--- config.mk ---
export PLATFORM = sky130hd
export DESIGN_NAME = disp_scan_ctrl
export DESIGN_NICKNAME = d
export VERILOG_FILES = /design/src/rtl/disp_pkg.sv /design/src/rtl/hex7_dec.sv /design/src/rtl/disp_scan_ctrl.sv
export SDC_FILE = /design/constraint.sdc
export NUM_CORES = 1
export LEC_CHECK = 0
export ABC_AREA = 1
export CAP_MARGIN = 20
export CORE_MARGIN = 2
export CORE_UTILIZATION = 48
export CTS_CLUSTER_SIZE = 24
export DETAILED_ROUTE_END_ITERATION = 8
export PLACE_DENSITY = 0.77
export SYNTH_ARGS = -nofsm -noshare
export SYNTH_HDL_FRONTEND = slang
export SYNTH_SLANG_ARGS = --single-unit
--- constraint.sdc ---
create_clock -name CLK -period 2.3 [get_ports CLK]
set_clock_uncertainty 0.1 [all_clocks]
set_input_delay 0.575 -clock CLK [delete_from_list [all_inputs] [get_ports CLK]]
set_output_delay 0.575 -clock CLK [all_outputs]
set_load 0.02 [all_outputs]
--- src/rtl/disp_pkg.sv ---
// disp_pkg: shared constants for seven-segment display blocks.
//   NUM_DIGITS   - digits per scanned display
//   AN_ALL_OFF   - active-low anode vector with every digit dark
//   SEG_ALL_OFF  - active-low segment vector with every segment dark
//   HEX7_LUT     - hex nibble to active-low {g,f,e,d,c,b,a} patterns
package disp_pkg;

   localparam int unsigned NUM_DIGITS = 8;

   localparam logic [7:0] AN_ALL_OFF  = 8'hFF;
   localparam logic [7:0] SEG_ALL_OFF = 8'hFF;

   typedef logic [2:0] digit_idx_t;
   typedef logic [3:0] nibble_t;

   // Entry 15 first, entry 0 last.
   localparam logic [15:0][6:0] HEX7_LUT = {
      7'h0E, 7'h06, 7'h21, 7'h46,   // F E d C
      7'h03, 7'h08, 7'h10, 7'h00,   // b A 9 8
      7'h78, 7'h02, 7'h12, 7'h19,   // 7 6 5 4
      7'h30, 7'h24, 7'h79, 7'h40    // 3 2 1 0
   };

endpackage

--- src/rtl/hex7_dec.sv ---
// hex7_dec: combinational hex-to-seven-segment decoder.
//   nibble - 4-bit hex value
//   seg    - active-low segments, seg[6:0] = g..a
module hex7_dec
   import disp_pkg::*;
(
   input  logic [3:0] nibble,
   output logic [6:0] seg
);

   always_comb begin
      seg = HEX7_LUT[nibble];
   end

endmodule

--- src/rtl/disp_scan_ctrl.sv ---
// disp_scan_ctrl: eight-digit multiplexed seven-segment scan controller.
//   CLK    - clock, rising edge
//   RESET  - asynchronous active-high reset
//   DI     - eight hex nibbles, nibble i shown on digit i (digit 0 rightmost)
//   DP     - decimal point request per digit (live)
//   EN     - digit enable mask, 0 blanks the digit (live)
//   LZB    - leading-zero blanking enable (live)
//   HOLD   - freezes the shadow data register while high
//   seg    - registered active-low segments, seg[7] = dp
//   an     - registered active-low anodes
//   FRAME  - registered one-cycle pulse at each frame boundary
// DI is captured into a shadow register only at frame boundaries so a frame
// never mixes old and new data.
module disp_scan_ctrl
   import disp_pkg::*;
#(
   parameter int unsigned CLK_DIV = 10000,
   parameter int unsigned GUARD   = 16
) (
   input  logic        CLK,
   input  logic        RESET,
   input  logic [31:0] DI,
   input  logic [7:0]  DP,
   input  logic [7:0]  EN,
   input  logic        LZB,
   input  logic        HOLD,
   output logic [7:0]  seg,
   output logic [7:0]  an,
   output logic        FRAME
);

   localparam int unsigned   PW         = (CLK_DIV > 2) ? $clog2(CLK_DIV) : 1;
   localparam logic [PW-1:0] PRESC_LAST = PW'(CLK_DIV - 1);
   localparam logic [PW-1:0] GUARD_CNT  = PW'(GUARD);

   logic [PW-1:0]                 presc_q, presc_d;
   digit_idx_t                    idx_q, idx_d;
   logic [NUM_DIGITS-1:0][3:0]    shadow_q, shadow_d;
   logic [7:0]                    an_q, an_d;
   logic [7:0]                    seg_q, seg_d;
   logic                          frame_q, frame_d;

   logic                          tick;
   logic                          frame_evt;
   logic [NUM_DIGITS-1:0]         lz_blank;
   logic [NUM_DIGITS-1:0]         visible;
   logic [6:0]                    dec_seg;

   hex7_dec u_hex7_dec (
      .nibble (shadow_q[idx_q]),
      .seg    (dec_seg)
   );

   // Walk from the top digit down; a digit is leading-zero blanked while it
   // and every digit above it hold zero. Digit 0 always stays eligible.
   always_comb begin
      logic upper_zero;
      upper_zero = 1'b1;
      lz_blank   = '0;
      for (int unsigned k = 0; k < NUM_DIGITS; k++) begin
         upper_zero = upper_zero & (shadow_q[NUM_DIGITS-1-k] == 4'h0);
         lz_blank[NUM_DIGITS-1-k] = LZB & upper_zero & (k != NUM_DIGITS-1);
      end
      visible = EN & ~lz_blank;
   end

   always_comb begin
      tick      = (presc_q == PRESC_LAST);
      frame_evt = tick && (idx_q == digit_idx_t'(NUM_DIGITS - 1));

      presc_d  = tick ? '0 : presc_q + 1'b1;
      idx_d    = tick ? idx_q + 1'b1 : idx_q;
      shadow_d = (frame_evt && !HOLD) ? DI : shadow_q;

      // Anode held off for the first GUARD cycles of each dwell to hide
      // ghosting while the segment lines settle to the new digit.
      an_d = AN_ALL_OFF;
      if (visible[idx_q] && (presc_q >= GUARD_CNT)) begin
         an_d[idx_q] = 1'b0;
      end

      seg_d   = (an_d == AN_ALL_OFF) ? SEG_ALL_OFF : {~DP[idx_q], dec_seg};
      frame_d = frame_evt;
   end

   always_ff @(posedge CLK or posedge RESET) begin
      if (RESET) begin
         presc_q  <= '0;
         idx_q    <= '0;
         shadow_q <= '0;
         an_q     <= AN_ALL_OFF;
         seg_q    <= SEG_ALL_OFF;
         frame_q  <= 1'b0;
      end else begin
         presc_q  <= presc_d;
         idx_q    <= idx_d;
         shadow_q <= shadow_d;
         an_q     <= an_d;
         seg_q    <= seg_d;
         frame_q  <= frame_d;
      end
   end

   assign seg   = seg_q;
   assign an    = an_q;
   assign FRAME = frame_q;

endmodule

-- Word-level counts from Yosys, hierarchy flattened
Memory sizes are Yosys's and may differ from the RTL's.
Index checks and enable logic that the tools add are counted.
Widths: inputs -> output; s select.
- add/subtract/negate cells: 2
- $mul: 0
- div/mod/pow operators: 0
- order comparisons: 4
- eq/ne operators: 3
- shift-type cells: 0
- muxes and demuxes: 12
- bitwise gates (word level): 17
- reductions and logical operators: 12
- operator list (operator ; count):
    $logic_not 4->1 ; 7
    $mux 8 ; 2
    $not 8->8 ; 2
    $add 14x1->14 const B ; 1
    $eq 14x14->1 const B ; 1
    $ge 14x5->1 const B ; 1
    $mux 14 ; 1
    $and 1x1->1 ; 13
    $bmux 4 s3 ; 1
    $and 8x8->8 ; 1
    $eq 8x8->1 const B ; 1
    $mux 7 ; 1
    $bmux 1 s3 ; 2
    $lt 4x5->1 const B ; 1
    $logic_and 1x1->1 ; 4
    $lt 3x4->1 const B ; 1
    $mux 4 ; 1
    $add 3x1->3 const B ; 1
    $demux 1 s3 ; 1
    $eq 3x3->1 const B ; 1
    $ge 3x1->1 const B ; 1
    $mux 1 ; 3
    $logic_not 1->1 ; 1
    $not 1->1 ; 1
- register bits: 66
- bits in latches: 0
- RAM bits: 0
- bits in read-only memories: 112
- input bits: 52
- output and inout bits: 17
- memories: 1
- memory list (name ; depth ; bits a word ; rd ports ; clocked after Yosys merged registers in ; write ports ; line ; text):
    (name not given) ; 16 ; 7 ; 1 ; 0 ; 0 ; hex7_dec.sv:12 ; seg = HEX7_LUT[nibble];

-- Logic depth before layout (Yosys ltp)
- word-level depth: 16
- gate-level depth with buffers: 15
- gate-level depth less buffers: 13

-- Cells and area by module
A second synthesis with hierarchy kept.
- cells, all modules: 472
- area total of the unflattened synthesis: 3656.0 µm²
- by module, submodules not included (module ; times used ; cells each ; area an instance (µm²)):
    disp_scan_ctrl ; 1 ; 423 ; 3382.0
    hex7_dec ; 1 ; 49 ; 274.0

-- Worst setup path before layout
Ideal clock, no wire load.
- path kind: flip-flop to flip-flop
- start point: register idx_q[0]
- end point: register seg_q[5] (netlist: seg[5])
- library setup time: 0.082 ns
- data arrival time: 1.751 ns
- data required time: 2.118 ns
- slack: 0.367 ns
- cell stages (with the launch flop): 12
- path buffers: 2
- period minus slack after synthesis: 1.933 ns
- path through: dfrtp_1 > buf_6 > buf_4 > o211ai_1 > nand2_1 > nor2_2 > inv_1 > ha_1 > nand2_1 > nand2_1 > a21oi_2 > nand3_2
- word-level cells in the longest chain between the ends: 8
- ends and longest elaborated chain (what ; line ; text):
    from (decl) ; disp_scan_ctrl.sv:37 ; digit_idx_t idx_q, idx_d;
    from (signal assigned) ; disp_scan_ctrl.sv:96 ; idx_q <= idx_d;
    $lt 3x4->1 (not written as such) or $ge 3x1->1 (tied branches) ; disp_scan_ctrl.sv:79 ; an_d[idx_q] = 1'b0;
    $logic_and 1x1->1 (not written as such) ; disp_scan_ctrl.sv:79 ;
    $mux 1 (not written as such) ; disp_scan_ctrl.sv:79 ;
    $demux 1 s3 ; disp_scan_ctrl.sv:79 ;
    $not 8->8 (no line) ; -- ;
    $mux 8 ; disp_scan_ctrl.sv:78 ; if (visible[idx_q] && (presc_q >= GUARD_CNT)) begin
    $eq 8x8->1 ; disp_scan_ctrl.sv:82 ; seg_d = (an_d == AN_ALL_OFF) ? SEG_ALL_OFF : {~DP[idx_q], dec_seg};
    $mux 8 * ; disp_scan_ctrl.sv:82 ;
    net seg_d[5] ; disp_scan_ctrl.sv:40 ; logic [7:0] seg_q, seg_d;
    to (signal assigned) ; disp_scan_ctrl.sv:99 ; seg_q <= seg_d;
    to (decl) ; disp_scan_ctrl.sv:40 ;
The timed path passes the listed nets; every way through them passes the cells marked *. The select of a mux whose other input is x is not followed.
A chain may end at the register's enable or synchronous reset.

-- Worst setup path after layout
- start point: register an_q[5] (netlist: an[5])
- end point: output port an[5]
- RTL lines (what ; line ; text):
    from (decl) ; disp_scan_ctrl.sv:39 ; logic [7:0] an_q, an_d;
    from (signal assigned) ; disp_scan_ctrl.sv:98 ; an_q <= an_d;
    to (decl) ; disp_scan_ctrl.sv:28 ; output logic [7:0] an,
No word-level cell between the ends.

==> summary.md <==
| Metric | Value |
|---|---|
| Largest family of logic cells by synthesized area | `simple AND/OR/NAND/NOR gates` |
| H-tree levels | `3` |
| GR Util met3 | `0.0387` |
| Synth Warn # | `0` |
| Syn Std Cell Area | `0.00384 sq mm` |
| Final WL | `8620 um` |
| CTS Buf Count | `9` |
| Worst vdd ir | `0.000281 V` |
| Post-synthesis xor/xnor area fraction | `0.0137` |
| Wire per inst | `13.0 um` |
| DR vias/cell | `4.97` |
| Met1 Usage GRT | `0.274` |
| Synth Area in Compound Gates | `0.0661` |
| Vias in the first global route | `3,217` |
| DR vias | `3,294` |
| Area grow syn2layout | `25.7%` |
| Cell Chain, Critical Path | `clkdlybuf4s50_1` |
| # nets final | `618` |
| Cell Pwr Density | `483 mW/mm^2` |
| Setup Total Neg Slack | `0 ns` |
| Min Tclk post-route | `2.15 ns` |
| Leak | `2.38 nW` |
| Bufs and invs on worst path | `1` |
| GRT met2 Usage | `0.358` |
| IO buf count | `68` |
| Area share of the largest cell type after synthesis | `0.326` |
| Clk_lat worst skew | `0.35 ns` |
| DIE HEIGHT | `93.5 um` |
| DRT iter0 DRCs | `165` |
| Synth Area in Simple Gates | `0.354` |
| Max-cap violations | `0` |
| Worst-margin pin slew | `0.541 ns` |
| Place WS | `-0.0340 ns` |
| CTS tree | `done` |
| Outcome | `completed` |
| Final hold violation count | `0` |
| Register area share after synthesis | `0.435` |
| Synthesized area per cell | `7.89 sq um` |
| Pin count of the biggest net entering global routing | `67` |
| Post-DP HPWL | `6440 um` |
| 1st-pass router iterations | `4` |
| Worst Path Class, Setup | `reg2out` |
| CP max stage delay | `0.61 ns` |
| Arr. time, crit path | `1.47 ns` |
| Slew HR | `0.636` |
| First-pass GRT wire length | `14,600 um` |
| Synth area leader | `dfrtp_1` |
| Initial core utilization | `0.497` |
| IO Pins | `69` |
| Final setup fails | `0` |
| Worst-path cell with the longest stage delay | `clkdlybuf4s50_1` |
| Antenna-violating nets left | `0` |
| Crit-path leading delay family | `buffers and inverters` |
| Total track usage | `0.213` |
| Slew Viols, Final | `0` |
| Syn_nets | `549` |
| Die area | `0.00874 sq mm` |
| Remaining Overflow, GRT | `0` |
| Reg2reg setup slack | `0.24 ns` |
| Count of different cell masters after synthesis | `35` |
| Placer Congestion | `0.906` |
| Mapped Cells | `487` |
| Reg clk slew, reported paths | `0.06 ns` |
| Final worst slack | `0.153 ns` |
| Total core area | `0.00773 sq mm` |
| Clock buffer depth | `2` |
| Root buf cell | `clkbuf_8` |
| Layout cell share with drive strength beyond 1 | `0.146` |
| DIE WIDTH | `93.5 um` |
| Synth Area in Adders | `0.0326` |
| RSZ-0062 raised after global routing | `false` |
| Initial antenna violation count | `0` |
| Num rows | `32` |
| Hold Buf Count CTS | `0` |
| Grt peak-use layer | `met2` |
| # diodes | `0` |
| F_max | `466 MHz` |
| Seq cells post-synth | `66` |
| CP Capture Type | `output pin` |
| Largest cells by area after synthesis | `dfrtp_1 (33%), nand2_1 (14%), dfstp_2 (11%)` |
| Remaining DRCs | `0` |
| Worst EP required | `1.62 ns` |
| HP Class | `reg2reg` |
| Final worst path period share | `0.933` |
| CTS sink count | `66` |
| CP max FO | `1` |
| Critical path startpoint category | `register` |
| Mux cell area share after synthesis | `0` |
layer usage:
layer,routed length (um),vias up
li1,-,1695
met5,0,-
met1,3880,1497
met4,146,0
met2,4140,91
met3,447,11
worst paths after layout:
kind                            cells past startpoint      endpoint    startpoint
worst max register to register                     11        seg[6]      idx_q[2]
worst min register to register                      2  shadow_q[15]  shadow_q[15]
min in group asynchronous                           3    presc_q[0]         RESET
worst max-delay path                                1         an[5]         an[5]
max in group asynchronous                           3         an[7]         RESET
worst min-delay path                                2  shadow_q[15]  shadow_q[15]
stage by stage:
step	instances	area (sq um)	hold WS [ns]	power, W	util
final	663	4830	0.373	0.00233	0.625
after global routing	663	4830	0.396	0.00242	0.625
after CTS	662	4800	0.375	0.00235	0.622
after detailed placement	646	4610	0.359	0.00138	0.596
after global placement	646	4610	0.357	0.00137	0.596
after floorplan	487	3850	0.334	0.00125	-
placed cells by master (no fill, tap or decap), types with 2 or more instances in the layout:
cell,synthesis,final
a21oi_2,3,3
inv_1,50,49
nand2_1,143,143
o211ai_2,2,2
ha_1,10,10
nand3_1,60,60
nor3_1,6,6
dfrtp_1,50,49
xor2_1,6,6
clkbuf_8,0,11
nand3_2,13,13
o211ai_1,9,9
nor2_1,41,41
nand2_4,2,2
buf_12,0,5
nand2_2,3,3
clkdlybuf4s50_1,0,68
inv_2,7,7
buf_4,5,4
a21oi_1,12,12
or2_1,2,2
nor2_4,4,5
nor4_1,4,4
o21bai_1,2,2
o21ai_0,6,6
nor2_2,4,3
clkbuf_1,3,3
dfstp_2,16,16
nand4_1,6,6
area by class of cell:
cell class	count	area, sq um
timing repair buffer	77	811
tap	102	128
multi-input combinational	344	1800
clock inverter	2	35.0
clock buffer	14	163
fill	675	2900
inverter	58	224
sequential	66	1670
state kept, by name, summed over array words and instances, names as in the netlist:
| name | flops |
|---|---|
| an | 8 |
| seg | 8 |
| idx_q | 3 |
| FRAME | 1 |
| shadow_q | 32 |
| presc_q | 14 |
power breakdown:
part	total [W]	internal (W)	switching, W
clock	0.000981	0.000560	0.000421
sequential	0.00118	0.00117	0.00000189
combinational	0.000177	0.000104	0.0000733
total	0.00233	0.00184	0.000496
Yosys cell counts:
| cell | number |
|---|---|
| nand2_1 | 143 |
| nand3_1 | 60 |
| dfrtp_1 | 50 |
| inv_1 | 50 |
| nor2_1 | 41 |
| dfstp_2 | 16 |
| nand3_2 | 13 |
| a21oi_1 | 12 |
| ha_1 | 10 |
| buf_6 | 9 |
| o211ai_1 | 9 |
| inv_2 | 7 |
| nand4_1 | 6 |
| nor3_1 | 6 |
| o21ai_0 | 6 |
| xor2_1 | 6 |
| buf_4 | 5 |
| nor2_2 | 4 |
| nor2_4 | 4 |
| nor4_1 | 4 |
| a21oi_2 | 3 |
| clkbuf_1 | 3 |
| nand2_2 | 3 |
| buf_2 | 2 |
| nand2_4 | 2 |
| o211ai_2 | 2 |
| o21bai_1 | 2 |
| or2_1 | 2 |
| a21oi_4 | 1 |
| a221oi_1 | 1 |
| and3_1 | 1 |
| inv_4 | 1 |
| nor3_2 | 1 |
| o21ai_1 | 1 |
| or2_2 | 1 |
cells by family after synthesis:
family,count (synthesis)
simple gates,291
buf+inv,77
flops,66
compound gates,37
fa+ha+maj,10
xor+xnor,6
timing repair:
item / 4_1_cts / 5_1_grt
buffers inserted: 0 / 1
gates resized for setup: 0 / 2
endpoints found under the setup margin: 0 / 9
endpoints found under the hold margin: 0 / 0
(Power assumes the default switching activity.)
